`src/rtl/busio_seq.sv`:
```
// Q-bus style bus-cycle sequencer: runs DATI, DATO and DATIO cycles for the CPU control unit,
// with a RPLY timeout that aborts the cycle and pulses a bus error.
module busio_seq #(
    parameter int unsigned AW      = 16,
    parameter int unsigned DW      = 16,
    parameter int unsigned TIMEOUT = 63,
    parameter int unsigned TW      = 6
) (
    input  logic          clk,
    input  logic          reset,
    input  logic          ce,
    input  logic          req_dati,
    input  logic          req_dato,
    input  logic          req_rmw,
    input  logic          byte_i,
    input  logic [AW-1:0] addr_i,
    input  logic [DW-1:0] wdata_i,
    output logic [DW-1:0] rdata_o,
    output logic          busy_o,
    output logic          done_o,
    output logic          err_o,
    output logic [DW-1:0] bad_o,
    input  logic [DW-1:0] bdat_i,
    output logic          bsync,
    output logic          bdin,
    output logic          bdout,
    output logic          bwtbt,
    output logic          bbsy,
    input  logic          breply
);

    typedef enum logic [2:0] {
        S_IDLE = 3'd0,
        S_ADDR = 3'd1,
        S_RD   = 3'd2,
        S_WR   = 3'd3,
        S_END  = 3'd4
    } state_e;

    state_e        state_q, state_d;
    logic [TW-1:0] cnt_q, cnt_d;
    logic          rmw_q, rmw_d;
    logic          wr_q, wr_d;
    logic          byte_q, byte_d;
    logic [DW-1:0] wdata_q, wdata_d;
    logic [DW-1:0] rdata_q, rdata_d;
    logic [DW-1:0] bad_q, bad_d;
    logic          busy_q, busy_d;
    logic          done_q, done_d;
    logic          err_q, err_d;
    logic          bsync_q, bsync_d;
    logic          bdin_q, bdin_d;
    logic          bdout_q, bdout_d;
    logic          bwtbt_q, bwtbt_d;
    logic          bbsy_q, bbsy_d;

    logic any_req;
    logic dato_win;

    // Priority rmw > dati > dato
    assign any_req  = req_rmw | req_dati | req_dato;
    assign dato_win = req_dato & ~req_rmw & ~req_dati;

    always_comb begin
        state_d = state_q;
        cnt_d   = cnt_q;
        rmw_d   = rmw_q;
        wr_d    = wr_q;
        byte_d  = byte_q;
        wdata_d = wdata_q;
        rdata_d = rdata_q;
        bad_d   = bad_q;
        done_d  = done_q;
        err_d   = err_q;
        bsync_d = bsync_q;
        bdin_d  = bdin_q;
        bdout_d = bdout_q;
        bwtbt_d = bwtbt_q;
        bbsy_d  = bbsy_q;

        if (ce) begin
            done_d = 1'b0;
            err_d  = 1'b0;
            unique case (state_q)
                S_IDLE: begin
                    if (any_req) begin
                        state_d = S_ADDR;
                        rmw_d   = req_rmw;
                        wr_d    = dato_win;
                        byte_d  = byte_i;
                        wdata_d = wdata_i;
                        bsync_d = 1'b1;
                        bbsy_d  = 1'b1;
                        bad_d   = DW'(addr_i);
                        bwtbt_d = dato_win;
                    end
                end
                S_ADDR: begin
                    cnt_d = TW'(TIMEOUT);
                    if (wr_q) begin
                        state_d = S_WR;
                        bdout_d = 1'b1;
                        bwtbt_d = byte_q;
                        bad_d   = wdata_q;
                    end else begin
                        state_d = S_RD;
                        bdin_d  = 1'b1;
                        bwtbt_d = 1'b0;
                    end
                end
                S_RD, S_WR: begin
                    if (breply) begin
                        if (state_q == S_RD) begin
                            rdata_d = bdat_i;
                            bdin_d  = 1'b0;
                        end else begin
                            bdout_d = 1'b0;
                        end
                        // Read half of an rmw turns straight into the write half, SYNC held
                        if (state_q == S_RD && rmw_q) begin
                            state_d = S_WR;
                            bdout_d = 1'b1;
                            bwtbt_d = byte_q;
                            bad_d   = wdata_i;
                            cnt_d   = TW'(TIMEOUT);
                        end else begin
                            state_d = S_END;
                            bsync_d = 1'b0;
                            bbsy_d  = 1'b0;
                            bwtbt_d = 1'b0;
                        end
                    end else if (cnt_q == TW'(1)) begin
                        state_d = S_IDLE;
                        err_d   = 1'b1;
                        bsync_d = 1'b0;
                        bdin_d  = 1'b0;
                        bdout_d = 1'b0;
                        bwtbt_d = 1'b0;
                        bbsy_d  = 1'b0;
                    end else begin
                        cnt_d = cnt_q - TW'(1);
                    end
                end
                S_END: begin
                    if (!breply) begin
                        state_d = S_IDLE;
                        done_d  = 1'b1;
                    end
                end
                default: state_d = S_IDLE;
            endcase
        end

        busy_d = (state_d != S_IDLE);
    end

    always_ff @(posedge clk or posedge reset) begin
        if (reset) begin
            state_q <= S_IDLE;
            cnt_q   <= '0;
            rmw_q   <= 1'b0;
            wr_q    <= 1'b0;
            byte_q  <= 1'b0;
            wdata_q <= '0;
            rdata_q <= '0;
            bad_q   <= '0;
            busy_q  <= 1'b0;
            done_q  <= 1'b0;
            err_q   <= 1'b0;
            bsync_q <= 1'b0;
            bdin_q  <= 1'b0;
            bdout_q <= 1'b0;
            bwtbt_q <= 1'b0;
            bbsy_q  <= 1'b0;
        end else begin
            state_q <= state_d;
            cnt_q   <= cnt_d;
            rmw_q   <= rmw_d;
            wr_q    <= wr_d;
            byte_q  <= byte_d;
            wdata_q <= wdata_d;
            rdata_q <= rdata_d;
            bad_q   <= bad_d;
            busy_q  <= busy_d;
            done_q  <= done_d;
            err_q   <= err_d;
            bsync_q <= bsync_d;
            bdin_q  <= bdin_d;
            bdout_q <= bdout_d;
            bwtbt_q <= bwtbt_d;
            bbsy_q  <= bbsy_d;
        end
    end

    assign rdata_o = rdata_q;
    assign busy_o  = busy_q;
    assign done_o  = done_q;
    assign err_o   = err_q;
    assign bad_o   = bad_q;
    assign bsync   = bsync_q;
    assign bdin    = bdin_q;
    assign bdout   = bdout_q;
    assign bwtbt   = bwtbt_q;
    assign bbsy    = bbsy_q;

endmodule

```
`config.mk`:
```
export PLATFORM = sky130hd
export DESIGN_NAME = busio_seq
export DESIGN_NICKNAME = d
export VERILOG_FILES = /design/src/rtl/busio_seq.sv
export SDC_FILE = /design/constraint.sdc
export NUM_CORES = 1
export LEC_CHECK = 0
export ABC_AREA = 0
export BUFFER_PORTS_ARGS = -buffer_cell sky130_fd_sc_hd__buf_4
export CAP_MARGIN = 20
export CORE_ASPECT_RATIO = 0.9
export CORE_MARGIN = 3
export CORE_UTILIZATION = 45
export CTS_BUF_LIST = sky130_fd_sc_hd__clkbuf_8
export DETAILED_ROUTE_END_ITERATION = 8
export PLACE_DENSITY = 0.71
export SYNTH_ARGS = -nofsm -noshare
export SYNTH_HDL_FRONTEND = slang
export SYNTH_SLANG_ARGS = --single-unit
```
`constraint.sdc`:
```
create_clock -name clk -period 2.2 [get_ports clk]
set_input_delay 0.22 -clock clk [delete_from_list [all_inputs] [get_ports clk]]
set_output_delay 0.22 -clock clk [all_outputs]
set_load 0.02 [all_outputs]
```
# After elaboration in Yosys (flattened, before gate mapping)
# Index checks and enable logic that the tools add are counted.
# classes
reduce_logical,15
n_addsub,1
mux,41
eq_ne,16
n_bitwise,6
# op_table
cell,count
$mux 16,4
$pmux 16 s3,1
$mux 1,21
$mux 3,6
$mux 6,3
$ne 3x3->1 const B,5
$reduce_and 5->1,3
$pmux 3 s4,1
$pmux 6 s2,1
$reduce_and 4->1,3
$ne 2x2->1 const B,5
$eq 3x2->1 const B,2
$eq 6x1->1 const B,1
$pmux 1 s2,3
$reduce_and 6->1,1
$reduce_bool 3->1,2
$sub 6x1->6 const B,1
$ne 4x4->1 const B,1
$reduce_bool 2->1,2
$eq 3x1->1 const B,1
$eq 3x3->1 const B,1
$logic_not 3->1,1
$pmux 1 s3,1
$reduce_and 3->1,1
5 further kinds,8
# totals
elab_cells,94
out_inout_bits,40
register_bits,67
inputBits,56

# Depth between registers and ports, before layout
# depth
ltp_word,7
ltp_mapped,7
depth_no_buf,6

# Least setup slack after synthesis
# Ideal clock, no wire load.
# synth_timing
kind,register -> register
startpoint,reg state_q[2]
endpoint,"reg rdata_q[0], in the netlist rdata_o[0]"
setup_time_ps,125
path_stages_with_launch,8
synth_period_minus_slack_ps,1770
required_ps,2075
n_path_buf,3
arrival_time_ps,1645
path_slack_ps,430
cell_sequence,dfrtp_1 buf_6 nor2b_1 buf_2 nand2_1 nor2_2 buf_2 mux2_2
# synth_via
elab_chain_len,3
elab_cells_between_ends,4
cone_classes,eq/ne: 2; reduce/logical: 2
# synth_rtl
item,line_no,text
from (decl),40,"state_e state_q, state_d;"
from (signal assigned),176,state_q <= state_d;
$eq 3x2->1 (on tied branches),"84, 113",
$reduce_or 2->1,84,unique case (state_q)
$reduce_and 4->1 (no line) (*),-,
to (signal assigned),182,rdata_q <= rdata_d;
to (decl),46,"logic [DW-1:0] rdata_q, rdata_d;"
# Every way passes the cells marked *; elsewhere a longest branch is shown, timed or not.
# A chain may end at the register's enable or synchronous reset.

# Worst setup path after layout
# layout_timing
startpoint,reg state_q[0]
endpoint,reg wdata_q[6]
# layout_via
elab_chain_len,2
# layout_rtl
item,line_no,text
$logic_not 3->1,84,
$reduce_and 3->1 (no line),-,
to (signal assigned),181,wdata_q <= wdata_d;
to (decl),45,"logic [DW-1:0] wdata_q, wdata_d;"
# Every way passes these cells.

==> metrics.txt <==
status finished clean; # IOs 96; cell count after synthesis roughly 280; total global-route track usage around a fifth; IO Port Bufs 95; Starting DRT DRC Count between 90 and 100; Yosys cell types 45; Resized Gates After CTS 0; worst ir drop on vdd 754 uV; Hold Crit Endpoint rdata_o[5]$_DFFE_PP0P_; sequential fraction of the synthesis area between 50% and 60%; CTS max path bufs 2; reg2reg path depth 4; vias per cell roughly 5.5; Worst-Skew Late Latency roughly 0.35 ns; register bit count reported by yosys 67; clock root buffer clkbuf_8; first-pass GRT wire length 12,800 um; Fmax approximately 520 MHz; total number of vias 2,655; num rows 29; layout cells sized above 1 46.5%; die area 0.00843 mm2; total core area between 0.007 and 0.008 mm2; dpl cell area approximately 0.0041 mm2; hold_sp bdat_i[5]; critical path endpoint category flip-flop; relative slew slack between 60% and 70%; CTS H-tree lvls 3; metal3 WL 544 um; setup TNS 0 ns; crit path DAT 2.15 ns; Avg Cell Area, Syn 11.7 um2; FF-to-FF Start state_q[0]$_DFF_PP0_; area growth from synthesis to layout 31.7%; Synth area leaders dfrtp_1, mux2_2, a22oi_1, o21ai_0, mux2_1; antenna cells 0; met2 wire len between 3000 and 4000 um; chip width 96.4 um; Routed Antenna Nets 0; R2R Path End wdata_q[6]$_DFFE_PP0P_; syn nets between 300 and 400; Post-Syn Area 0.00331 mm2; grt total ovfl 0; crit share post-route 87.6%; final hold vios 0; CTS tree built; Main synth FF type dfrtp_1; # fillers about 610; worst path required time 2.43 ns; Worst-path clk slew 0.07 ns; share of the synthesized area in the top cell type between 50% and 60%; Largest stage delay, worst path 0.51 ns; fin util 61.3%; count leader, synth dfrtp_1; yosys synthesis warning count 0; final HPWL from detailed placement 5730 um; RSZ-0062 raised after global routing no; starting density of the core 46.6%; CTS Sinks 67; Synth top cells by count dfrtp_1, mux2_2, a22oi_1; Crit Path Class flip-flop to flip-flop; max_cap viols 0; setup violators final 0; EDFF count, synth 0; wire length on met1 3710 um; Die Ht 87.4 um; Max Fanout on Critical Path 13; fin. max-slew vios 0; critical path launch point type flip-flop; routed len/inst approximately 16 um; Fin Clk Skew 0.00957 ns; initial antenna violation count 0; top layer in use met4; number of global-route vias before repair ~2,700; Post-Route WL 7950 um; FF+latch area 0.00168 mm2; drt first pass iters 4; leakage power 1.95 nW; cell accounting for the most synthesized area dfrtp_1; Power Dens Cells 1450 mW/mm2; slowest stage cell on the critical path dfrtp_1; post-CTS setup buffers 0; hold depth 2; worst min path class input pin to flip-flop; internal reg-to-reg setup slack 0.27 ns; min cycle time layout 1.93 ns; Multi-input gate area 0.00148 mm2; Slew @ Worst Pin around 0.52 ns; Num CTS Buffers 9; RePlAce Congestion 0.857; residual DRC count 0; largest net degree at the start of global routing 27; Layout Nets 443; Post-synth ARST share 100%; Final Instance Area 0.00436 mm2; CP Cell Sequence or2_2 -> nor3_2 -> buf_4 -> mux2_2
## cells by family after synthesis
family                     count (synthesis)  share of synthesized area, %
DFF                                       67                          50.6
AOI/OAI and AO/OA                         81                          17.1
buffers and inverters                     28                          4.84
adders and majority gates                  2                         0.755
and+or+nand+nor                           49                          8.12
muxes                                     55                          18.6
## state kept, by name, summed over array words and instances, names as in the netlist, 3 cells and up
register,count
bad_o,16
cnt_q,6
rdata_o,16
state_q,3
wdata_q,16
## layout by cell type, fill, tap and decap left out, types with 2 or more instances in the layout
cell | Yosys | layout
a22oi_1 | 31 | 31
a2bb2oi_1 | 3 | 3
nor3_2 | 1 | 2
mux2i_1 | 3 | 3
nand2b_1 | 3 | 3
o31ai_1 | 2 | 2
dfrtp_1 | 67 | 67
or4_1 | 2 | 2
inv_1 | 7 | 6
o21ai_0 | 23 | 23
o41ai_1 | 2 | 2
mux2_2 | 42 | 42
bufinv_16 | 0 | 2
nand2b_4 | 2 | 2
nor2_1 | 6 | 6
nor2b_1 | 4 | 4
buf_4 | 3 | 111
a31oi_1 | 3 | 3
nor3_1 | 6 | 5
clkbuf_8 | 0 | 10
clkinv_2 | 0 | 2
ha_1 | 2 | 2
a21oi_1 | 4 | 4
nand3_1 | 5 | 5
or3_1 | 2 | 2
mux2_1 | 10 | 10
nand2_1 | 14 | 14
inv_2 | 1 | 2
## per-stage QoR
step           hold WS, ns  setup slack [ns]  power, mW  std cells
5_1_grt             0.0913             0.156       6.76        482
6_report            0.0918             0.274       6.33        482
3_5_place_dp         0.277             0.277       5.23        466
4_1_cts             0.0815             0.259       6.37        482
2_1_floorplan        0.355             0.297       4.17        282
3_3_place_gp         0.284             0.324       5.15        466
## how the worst max path moves through the flow
stage	startpoint	cells after the start	endpoint
final	state_q[0]$_DFF_PP0_	4	wdata_q[6]$_DFFE_PP0P_
after global routing	state_q[0]$_DFF_PP0_	4	wdata_q[15]$_DFFE_PP0P_
after CTS	state_q[0]$_DFF_PP0_	4	wdata_q[6]$_DFFE_PP0P_
after detailed placement	state_q[0]$_DFF_PP0_	4	wdata_q[6]$_DFFE_PP0P_
after global placement	state_q[0]$_DFF_PP0_	4	wdata_q[8]$_DFFE_PP0P_
after floorplan	reset	1	bad_o[0]$_DFFE_PP0P_
## critical path: cells and delay by family, from the launching register on
family | cells | cell delay, ns
buffers and inverters | 1 | 0.26
DFF | 1 | 0.51
muxes | 1 | 0.35
and+or+nand+nor | 2 | 0.68
## where the power goes
part	internal, mW	switching, mW
Combinational	1.49	1.56
Clock	0.659	0.471
Sequential	1.80	0.348
## cell type report
class                           instances  area share, %
Sequential cell                        67           38.4
Multi-Input combinational cell        187           33.9
Timing Repair Buffer                  112           19.3
Clock buffer                           10           3.16
Tap cell                               93           2.67
Clock inverter                          5           1.78
Inverter                                8          0.688
## timing repair
action	CTS	global route
endpoints found under the hold margin	22	0
setup endpoints to repair	0	0
hold buffers	1	0
## routing by layer
metal / GRT usage [%] / up-vias
li1: - / 1252
met1: 26.9 / 1298
met2: 30.5 / 92
met3: 5.45 / 13
met4: 7.39 / 0
met5: 0 / -
No activity file was read; power rests on OpenSTA's default activity.
